## src/rtl/uart_apb_ctrl.sv

```systemverilog
// uart_apb_ctrl: APB master that configures uart_top and moves bytes.
// Optional ACCESS-phase timeout: define UART_CTRL_TIMEOUT_EN.
module uart_apb_ctrl #(
  parameter int          APB_ADDR_WIDTH = 8,
  parameter logic [31:0] BASE_ADDR      = 32'h0,
  parameter int          RXEMPTY_BIT    = 0,
  parameter int          TXFULL_BIT     = 1,
  parameter int          POLL_INTERVAL  = 16,
  parameter int          TIMEOUT_CYCLES = 64
) (
  input  logic                      clk,
  input  logic                      rst_n,
  input  logic                      start_i,
  input  logic                      stop_i,
  input  logic [31:0]               mode_i,
  input  logic [31:0]               intc_i,
  input  logic                      tx_valid_i,
  input  logic [7:0]                tx_data_i,
  output logic                      tx_ready_o,
  output logic                      rx_valid_o,
  output logic [7:0]                rx_data_o,
  input  logic                      rx_ready_i,
  input  logic                      int_i,
  output logic [APB_ADDR_WIDTH-1:0] apb_addr_o,
  output logic                      apb_sel_o,
  output logic                      apb_en_o,
  output logic                      apb_wr_o,
  output logic [31:0]               apb_wdata_o,
  output logic [3:0]                apb_strb_o,
  input  logic [31:0]               apb_rdata_i,
  input  logic                      apb_ready_i,
  input  logic                      apb_err_i,
  output logic                      busy_o,
  output logic                      err_o
);

  localparam int AW = APB_ADDR_WIDTH;
  localparam logic [AW-1:0] A_INTF = BASE_ADDR[AW-1:0];
  localparam logic [AW-1:0] A_INTC = A_INTF + AW'(4);
  localparam logic [AW-1:0] A_MODE = A_INTF + AW'(8);
  localparam logic [AW-1:0] A_STAT = A_INTF + AW'(12);
  localparam logic [AW-1:0] A_RXB  = A_INTF + AW'(16);
  localparam logic [AW-1:0] A_TXB  = A_INTF + AW'(20);

  typedef enum logic [3:0] {
    S_IDLE, S_CFG_MODE, S_CFG_INTC, S_CLR_INTF,
    S_WAIT, S_POLL, S_RXRD, S_TXWR, S_INTCLR
  } state_t;

  state_t          r_state, w_state_n;
  logic            r_sel, w_sel_n;
  logic            r_en, w_en_n;
  logic [AW-1:0]   r_addr, w_addr_n;
  logic            r_wr, w_wr_n;
  logic [31:0]     r_wdata, w_wdata_n;
  logic [3:0]      r_strb, w_strb_n;
  logic [31:0]     r_mode, w_mode_n;
  logic [31:0]     r_intc, w_intc_n;
  logic            r_tx_full, w_tx_full_n;
  logic [7:0]      r_tx_data, w_tx_data_n;
  logic            r_rx_valid, w_rx_valid_n;
  logic [7:0]      r_rx_data, w_rx_data_n;
  logic [15:0]     r_cnt, w_cnt_n;
  logic            r_int, w_int_n;
  logic            r_err, w_err_n;
  logic            r_start_pend, w_start_pend_n;
  logic            r_stop_pend, w_stop_pend_n;

  logic            w_run, w_tx_ready, w_done, w_xerr, w_tout;
  logic            w_start, w_stop, w_bound;
  logic [AW-1:0]   w_xa;
  logic            w_xw;
  logic [31:0]     w_xd;

`ifdef UART_CTRL_TIMEOUT_EN
  logic [15:0] r_tcnt;
  assign w_tout = r_sel && r_en && !apb_ready_i &&
                  (r_tcnt == 16'(TIMEOUT_CYCLES - 1));
  always_ff @(posedge clk or negedge rst_n) begin
    if (!rst_n)
      r_tcnt <= '0;
    else if (r_sel && r_en && !w_done)
      r_tcnt <= r_tcnt + 16'd1;
    else
      r_tcnt <= '0;
  end
`else
  assign w_tout = 1'b0;
`endif

  assign w_run = (r_state == S_WAIT) || (r_state == S_POLL) ||
                 (r_state == S_RXRD) || (r_state == S_TXWR) ||
                 (r_state == S_INTCLR);
  assign w_tx_ready = w_run && !r_tx_full;
  assign w_done  = r_sel && r_en && (apb_ready_i || w_tout);
  // A completion without PREADY can only be a timeout abort
  assign w_xerr  = w_done && (apb_ready_i ? apb_err_i : 1'b1);
  assign w_start = start_i || r_start_pend;
  assign w_stop  = stop_i || r_stop_pend;
  assign w_bound = !r_sel || w_done;

  always_comb begin
    w_xa = A_INTF;
    w_xw = 1'b1;
    w_xd = '1;
    unique case (r_state)
      S_CFG_MODE: w_xd = r_mode;
      S_CFG_INTC: begin
        w_xa = A_INTC;
        w_xd = r_intc;
      end
      S_POLL: begin
        w_xa = A_STAT;
        w_xw = 1'b0;
        w_xd = '0;
      end
      S_RXRD: begin
        w_xa = A_RXB;
        w_xw = 1'b0;
        w_xd = '0;
      end
      S_TXWR: begin
        w_xa = A_TXB;
        w_xd = {24'h0, r_tx_data};
      end
      default: ;
    endcase
    if (r_state == S_CFG_MODE) w_xa = A_MODE;
  end

  always_comb begin
    w_state_n      = r_state;
    w_sel_n        = r_sel;
    w_en_n         = r_en;
    w_addr_n       = r_addr;
    w_wr_n         = r_wr;
    w_wdata_n      = r_wdata;
    w_strb_n       = r_strb;
    w_mode_n       = r_mode;
    w_intc_n       = r_intc;
    w_tx_full_n    = r_tx_full;
    w_tx_data_n    = r_tx_data;
    w_rx_valid_n   = r_rx_valid;
    w_rx_data_n    = r_rx_data;
    w_cnt_n        = r_cnt;
    w_int_n        = r_int;
    w_err_n        = r_err;
    w_start_pend_n = r_start_pend || start_i;
    w_stop_pend_n  = r_stop_pend || stop_i;

    if (start_i) begin
      w_mode_n = mode_i;
      w_intc_n = intc_i;
    end
    if (r_rx_valid && rx_ready_i) w_rx_valid_n = 1'b0;
    if (w_tx_ready && tx_valid_i) begin
      w_tx_full_n = 1'b1;
      w_tx_data_n = tx_data_i;
    end

    if (w_done) begin
      w_sel_n = 1'b0;
      w_en_n  = 1'b0;
      if (w_xerr) w_err_n = 1'b1;
    end else if (r_sel && !r_en) begin
      w_en_n = 1'b1;
    end
    if (w_done && !w_xerr && r_state == S_RXRD) begin
      w_rx_valid_n = 1'b1;
      w_rx_data_n  = apb_rdata_i[7:0];
    end
    // A failed TXBUF write still consumes the byte
    if (w_done && r_state == S_TXWR) w_tx_full_n = 1'b0;

    if (r_state == S_IDLE) begin
      w_start_pend_n = 1'b0;
      w_stop_pend_n  = 1'b0;
      if (start_i) begin
        w_state_n = S_CFG_MODE;
        w_err_n   = 1'b0;
      end
    end else if (w_bound && w_start) begin
      w_state_n      = S_CFG_MODE;
      w_err_n        = 1'b0;
      w_start_pend_n = 1'b0;
      w_stop_pend_n  = 1'b0;
    end else if (w_bound && w_stop) begin
      w_state_n     = S_IDLE;
      w_stop_pend_n = 1'b0;
    end else if (r_state == S_WAIT) begin
      if (int_i || r_tx_full || r_cnt >= 16'(POLL_INTERVAL - 1)) begin
        w_state_n = S_POLL;
        w_cnt_n   = '0;
        w_int_n   = int_i;
      end else begin
        w_cnt_n = r_cnt + 16'd1;
      end
    end else if (!r_sel) begin
      w_sel_n   = 1'b1;
      w_en_n    = 1'b0;
      w_addr_n  = w_xa;
      w_wr_n    = w_xw;
      w_wdata_n = w_xd;
      w_strb_n  = w_xw ? 4'hF : 4'h0;
    end else if (w_done) begin
      w_cnt_n = '0;
      unique case (r_state)
        S_CFG_MODE: w_state_n = S_CFG_INTC;
        S_CFG_INTC: w_state_n = S_CLR_INTF;
        S_POLL: begin
          if (!w_xerr && !apb_rdata_i[RXEMPTY_BIT] && !r_rx_valid)
            w_state_n = S_RXRD;
          else if (!w_xerr && !apb_rdata_i[TXFULL_BIT] && r_tx_full)
            w_state_n = S_TXWR;
          else if (r_int)
            w_state_n = S_INTCLR;
          else
            w_state_n = S_WAIT;
        end
        default: w_state_n = S_WAIT;
      endcase
    end
  end

  always_ff @(posedge clk or negedge rst_n) begin
    if (!rst_n) begin
      r_state      <= S_IDLE;
      r_sel        <= 1'b0;
      r_en         <= 1'b0;
      r_addr       <= '0;
      r_wr         <= 1'b0;
      r_wdata      <= '0;
      r_strb       <= '0;
      r_mode       <= '0;
      r_intc       <= '0;
      r_tx_full    <= 1'b0;
      r_tx_data    <= '0;
      r_rx_valid   <= 1'b0;
      r_rx_data    <= '0;
      r_cnt        <= '0;
      r_int        <= 1'b0;
      r_err        <= 1'b0;
      r_start_pend <= 1'b0;
      r_stop_pend  <= 1'b0;
    end else begin
      r_state      <= w_state_n;
      r_sel        <= w_sel_n;
      r_en         <= w_en_n;
      r_addr       <= w_addr_n;
      r_wr         <= w_wr_n;
      r_wdata      <= w_wdata_n;
      r_strb       <= w_strb_n;
      r_mode       <= w_mode_n;
      r_intc       <= w_intc_n;
      r_tx_full    <= w_tx_full_n;
      r_tx_data    <= w_tx_data_n;
      r_rx_valid   <= w_rx_valid_n;
      r_rx_data    <= w_rx_data_n;
      r_cnt        <= w_cnt_n;
      r_int        <= w_int_n;
      r_err        <= w_err_n;
      r_start_pend <= w_start_pend_n;
      r_stop_pend  <= w_stop_pend_n;
    end
  end

  assign tx_ready_o  = w_tx_ready;
  assign rx_valid_o  = r_rx_valid;
  assign rx_data_o   = r_rx_data;
  assign apb_addr_o  = r_addr;
  assign apb_sel_o   = r_sel;
  assign apb_en_o    = r_en;
  assign apb_wr_o    = r_wr;
  assign apb_wdata_o = r_wdata;
  assign apb_strb_o  = r_strb;
  assign busy_o      = (r_state != S_IDLE);
  assign err_o       = r_err;

endmodule

```

## config.mk

```make
export PLATFORM = sky130hd
export DESIGN_NAME = uart_apb_ctrl
export DESIGN_NICKNAME = d
export VERILOG_FILES = /design/src/rtl/uart_apb_ctrl.sv
export SDC_FILE = /design/constraint.sdc
export NUM_CORES = 1
export LEC_CHECK = 0
export BUFFER_PORTS_ARGS = -buffer_cell sky130_fd_sc_hd__buf_2
export CORE_ASPECT_RATIO = 1.5
export CORE_MARGIN = 1.5
export CORE_UTILIZATION = 52
export CTS_CLUSTER_SIZE = 28
export DETAILED_ROUTE_END_ITERATION = 16
export PLACE_DENSITY = 0.9
export SKIP_LAST_GASP = 1
export SYNTH_ARGS = -nofsm -noshare
export SYNTH_HDL_FRONTEND = slang
export SYNTH_SLANG_ARGS = --single-unit
```

## constraint.sdc

```tcl
create_clock -name clk -period 2.7 [get_ports clk]
set_input_delay 0.27 -clock clk [delete_from_list [all_inputs] [get_ports clk]]
set_output_delay 0.27 -clock clk [all_outputs]
set_load 0.01 [all_outputs]
```

-- Yosys cells after proc, flatten, opt, wreduce, memory -nomap -nowiden
Index checks and enable logic that the tools add are counted.
- word-level logic and storage cells: 128
- register bits after elaboration: 153
- input port bits: 113
- output and inout port bits: 59
- multiplexer cells: 49
- magnitude comparators: 1
- add/sub/neg operators: 1
- equality and inequality tests: 9
- bitwise logic cells: 5
- reduce and logical (&&, ||, !) cells: 45
- operator list (operator ; number):
    $pmux W32 S4 ; 1
    $mux W16 ; 4
    $mux W4 ; 12
    $mux W1 ; 29
    $pmux W5 S4 ; 1
    $add A16 B1 Y16 const B ; 1
    $eq A4 B3 Y1 const B ; 4
    $ge A16 B4 Y1 const B ; 1
    $logic_and A1 B1 Y1 ; 16
    $reduce_and A5 Y1 ; 3
    $pmux W4 S3 ; 1
    $reduce_bool A5 Y1 ; 2
    $logic_or A1 B1 Y1 ; 9
    $mux W8 ; 1
    $reduce_bool A2 Y1 ; 4
    $logic_not A1 Y1 ; 7
    $ne A5 B1 Y1 const B ; 1
    $not A1 Y1 ; 5
    $eq A4 B1 Y1 const B ; 1
    $eq A4 B2 Y1 const B ; 1
    $eq A4 B4 Y1 const B ; 1
    $logic_not A4 Y1 ; 1
    $reduce_and A4 Y1 ; 1
    $reduce_bool A4 Y1 ; 1
    other kinds (2) ; 2

-- Logic depth before layout (Yosys ltp)
- word-level depth: 15
- depth in mapped cells: 7

-- Worst setup path before layout
OpenSTA, ideal clock, no wires.
- kind: reg2reg
- from: register r_state[1]
- to: register r_cnt[3]
- path buffers: 1
- period minus slack after synthesis: 2.023 ns
- cell stages (with the launch flop): 7
- arrival: 1.959 ns
- path slack: 0.677 ns
- required time: 2.636 ns
- cell sequence: dfrtp_1 > buf_6 > or3_1 > a221o_1 > or4_4 > nor3b_2 > a21o_1
- longest elaborated chain between the ends: 3
- RTL lines (item ; RTL line ; RTL):
    start, declared ; 50 ; state_t r_state, w_state_n;
    start signal, assigned ; 246 ; r_state <= w_state_n;
    $eq A4 B3 Y1 / $logic_not A4 Y1 (equally long branches) ; 190, 175 ;
    $reduce_bool A2 Y1 (no source line) / $not A1 Y1 (equally long branches) ; -- ;
    $reduce_and A5 Y1 (no source line) ; -- ;
    end signal, assigned ; 259 ; r_cnt <= w_cnt_n;
    end, declared ; 63 ; logic [15:0] r_cnt, w_cnt_n;
Several ways; a longest one is shown, not always the timed one.
A chain may end at the register's enable or synchronous reset.

-- Worst setup path after layout
- from: register r_state[0]
- to: register r_cnt[3]
Same word-level chain as after synthesis.

==> results.toml <==
[yosys]
synthArstFlopShare = 1.00
synth-seq-cells = 144
yosys_warnings = 0
synth.avg_cell_area_um2 = 12.0
synth_common_cells = "144 x dfrtp_1, 84 x mux2_2, 63 x nor2_1"
syn-cell-area_um2 = 6100
yosys.cell_count.top_type = "dfrtp_1"
synthDistinctLibCells = 44
synth_edf_count = 0
synth_ff_type = "dfrtp_1"
syn_inst = 508
synth.largest_area_cell = "dfrtp_1"
yosysSeqAreaShare = 0.591
synth.area.top_cells = "dfrtp_1 59%, mux2_2 16%, nor2_1 3.9%"
synth_top_area_frac = 0.591

[timing]
hold_viol_final = 0
rsz0062_at_grt = "no"
slew_viol_final = 0
fin_crit_ns = 2.26
skew_ns = 0.00930
setup_viol = 0
worst_slew_pin_slew_ns = 0.896
post-route-period-util = 0.836
slew_headroom = 0.403
tns_ns = 0
fmax_ghz = 0.443

[finish]
nNetsFinal = 758
fillCellCount = 863
layout-drive-gt1-share = 0.420
utilization = 0.656
area_growth_syn_to_layout_pct = 23.3

[worst_setup_path]
reg2regPathDepth = 5
critPathRequiredTime_ns = 3.05
path_max_fanout = 12
worstSetupStartpointType = "flip-flop"
rr_startpoint = "r_state[0]"
cpPeakStageDelay_ns = 0.49
reg2reg_to = "r_cnt[3]"
worst_path_max_delay_cell = "dfrtp_1"
arrival_ns = 2.61
r2r_setup_slack_ns = 0.44
path_class = "flip-flop to flip-flop"
cp-end-kind = "flip-flop"
worstPathCellList = "or3_1 -> a221o_1 -> or4_4 -> nor3b_2 -> a21o_1"

[global_route]
grt_pass1_vias = 4783
grt_max_degree = 82
grt_use_total = 0.241
antenna_found_initial = 1
overflow = 0
grt_pass1_wl_um = 23000

[detailed_routing]
viasPerCell = 5.70
vias = 4608
drt_pass1_iterations = 4
postRouteAntennaNets = 0
drc = 0
drtIter0Drc = 246
post_drt_wl_per_cell_um = 17.6
routed_wl_um = 14200

[floorplanning]
coreArea_um2 = 11500
start_util = 0.532
die_y_um = 136
num_rows = 48
die-area_um2 = 12400
ios = 172
die_x_um = 91.4

[cts]
clock-sinks = 144
numCtsBuffers = 17
cts.clk_slew.worst_paths_ns = 0.06
clk_path_buf_depth = 2
clock_latency_ns = 0.42
ctsResizeCount = 0
hold_buffers = 1
tritoncts = "done"
clock_tree.root_cell = "clkbuf_16"
cts_htree_levels = 4
cts_setup_buffers = 0

[power]
vdd_drop_max_v = 0.000599
power.density_nw_per_um2 = 996
power_leakage_nw = 3.48

[hold_path]
holdPathEnd = "rx_valid_o"
hp-class = "primary input to flip-flop"
worstHoldPathCells = 2
min_from = "rx_ready_i"

[job]
max-cap-violations = 0

[placed_design]
portBuffers = 142
dpl.hpwl_um = 9810
gp_congestion = 0.892

[outcome]
outcome = "completed"
## critical path, delay by kind of cell (launching register included)
kind               cells  cell delay (ns)
DFF                    1             0.49
and+or+nand+nor        3             1.13
AOI/OAI and AO/OA      2             0.59
## metal layers
metal / routed length [um] / vias to the layer above / global-route usage
met3: 690 / 31 / 0.0617
li1: - / 2111 / -
met4: 435 / 0 / 0.115
met5: 0 / - / 0
met1: 5440 / 2308 / 0.271
met2: 7680 / 158 / 0.424
## worst max path at each step
stage / start / to / cells after the start
after CTS: r_state[0] / r_cnt[3] / 5
final: r_state[0] / r_cnt[3] / 5
after global placement: r_state[0] / r_cnt[3] / 5
after floorplan: r_state[1] / r_cnt[3] / 6
after detailed placement: r_state[0] / r_cnt[3] / 5
after global routing: apb_sel_o / r_cnt[13] / 6
## stage by stage
stage	hold slack, ns	setup slack (ns)	instances	total power, W	instance area, um2
floorplan	-0.0256	0.677	512	0.00442	6120
global placement	0.337	0.512	774	0.00516	6930
detailed placement	0.349	0.468	774	0.00527	6930
CTS	0.0438	0.453	807	0.00755	7520
global route	0.0629	0.245	808	0.00793	7520
finish	0.0512	0.442	808	0.00749	7520
## registers in the layout, indices dropped and copies added, names as in the netlist, 3 cells and up
signal       cells
rx_data_o        8
apb_addr_o       3
r_tx_data        8
r_cnt           16
r_mode          32
r_intc          32
apb_wdata_o     32
r_state          4
## cells in the final DEF (no fill, tap or decap), drive strengths merged, types with 4 or more instances in the layout
master	Yosys	final
a21oi	45	45
a221oi	25	25
a22oi	9	9
a31oi	12	12
and3	6	6
buf	12	152
clkbuf	28	17
clkinv	0	5
conb	1	5
dfrtp	144	144
inv	6	13
mux2	84	84
nand2	10	10
nand3	5	5
nor2	63	63
nor3	5	5
nor3b	4	4
nor4	4	4
o21ai	11	11
## layout make-up
| class | count | area (um2) | share of cell area |
|---|---|---|---|
| multi-input combinational | 322 | 2310 | 0.308 |
| tap | 150 | 188 | 0.0250 |
| timing repair buffer | 153 | 815 | 0.108 |
| clock inverter | 15 | 151 | 0.0201 |
| inverter | 6 | 22.5 | 0.00299 |
| antenna | 1 | 2.50 | 0.000333 |
| sequential | 144 | 3600 | 0.479 |
| clock buffer | 17 | 425 | 0.0566 |
## power by group
part	switching [W]	internal (W)	total [W]
combinational	0.00135	0.000951	0.00230
sequential	0.000336	0.00261	0.00295
clock	0.000947	0.00130	0.00224
## logic make-up after synthesis
logic type	Yosys count	synth area share
mux	85	0.157
buf+inv	46	0.0355
simple gates	116	0.0913
flops	144	0.591
fa+ha+maj	2	0.00369
other cells	1	0.000615
compound gates	114	0.122
Note: power is estimated with default switching activity, not from simulation.
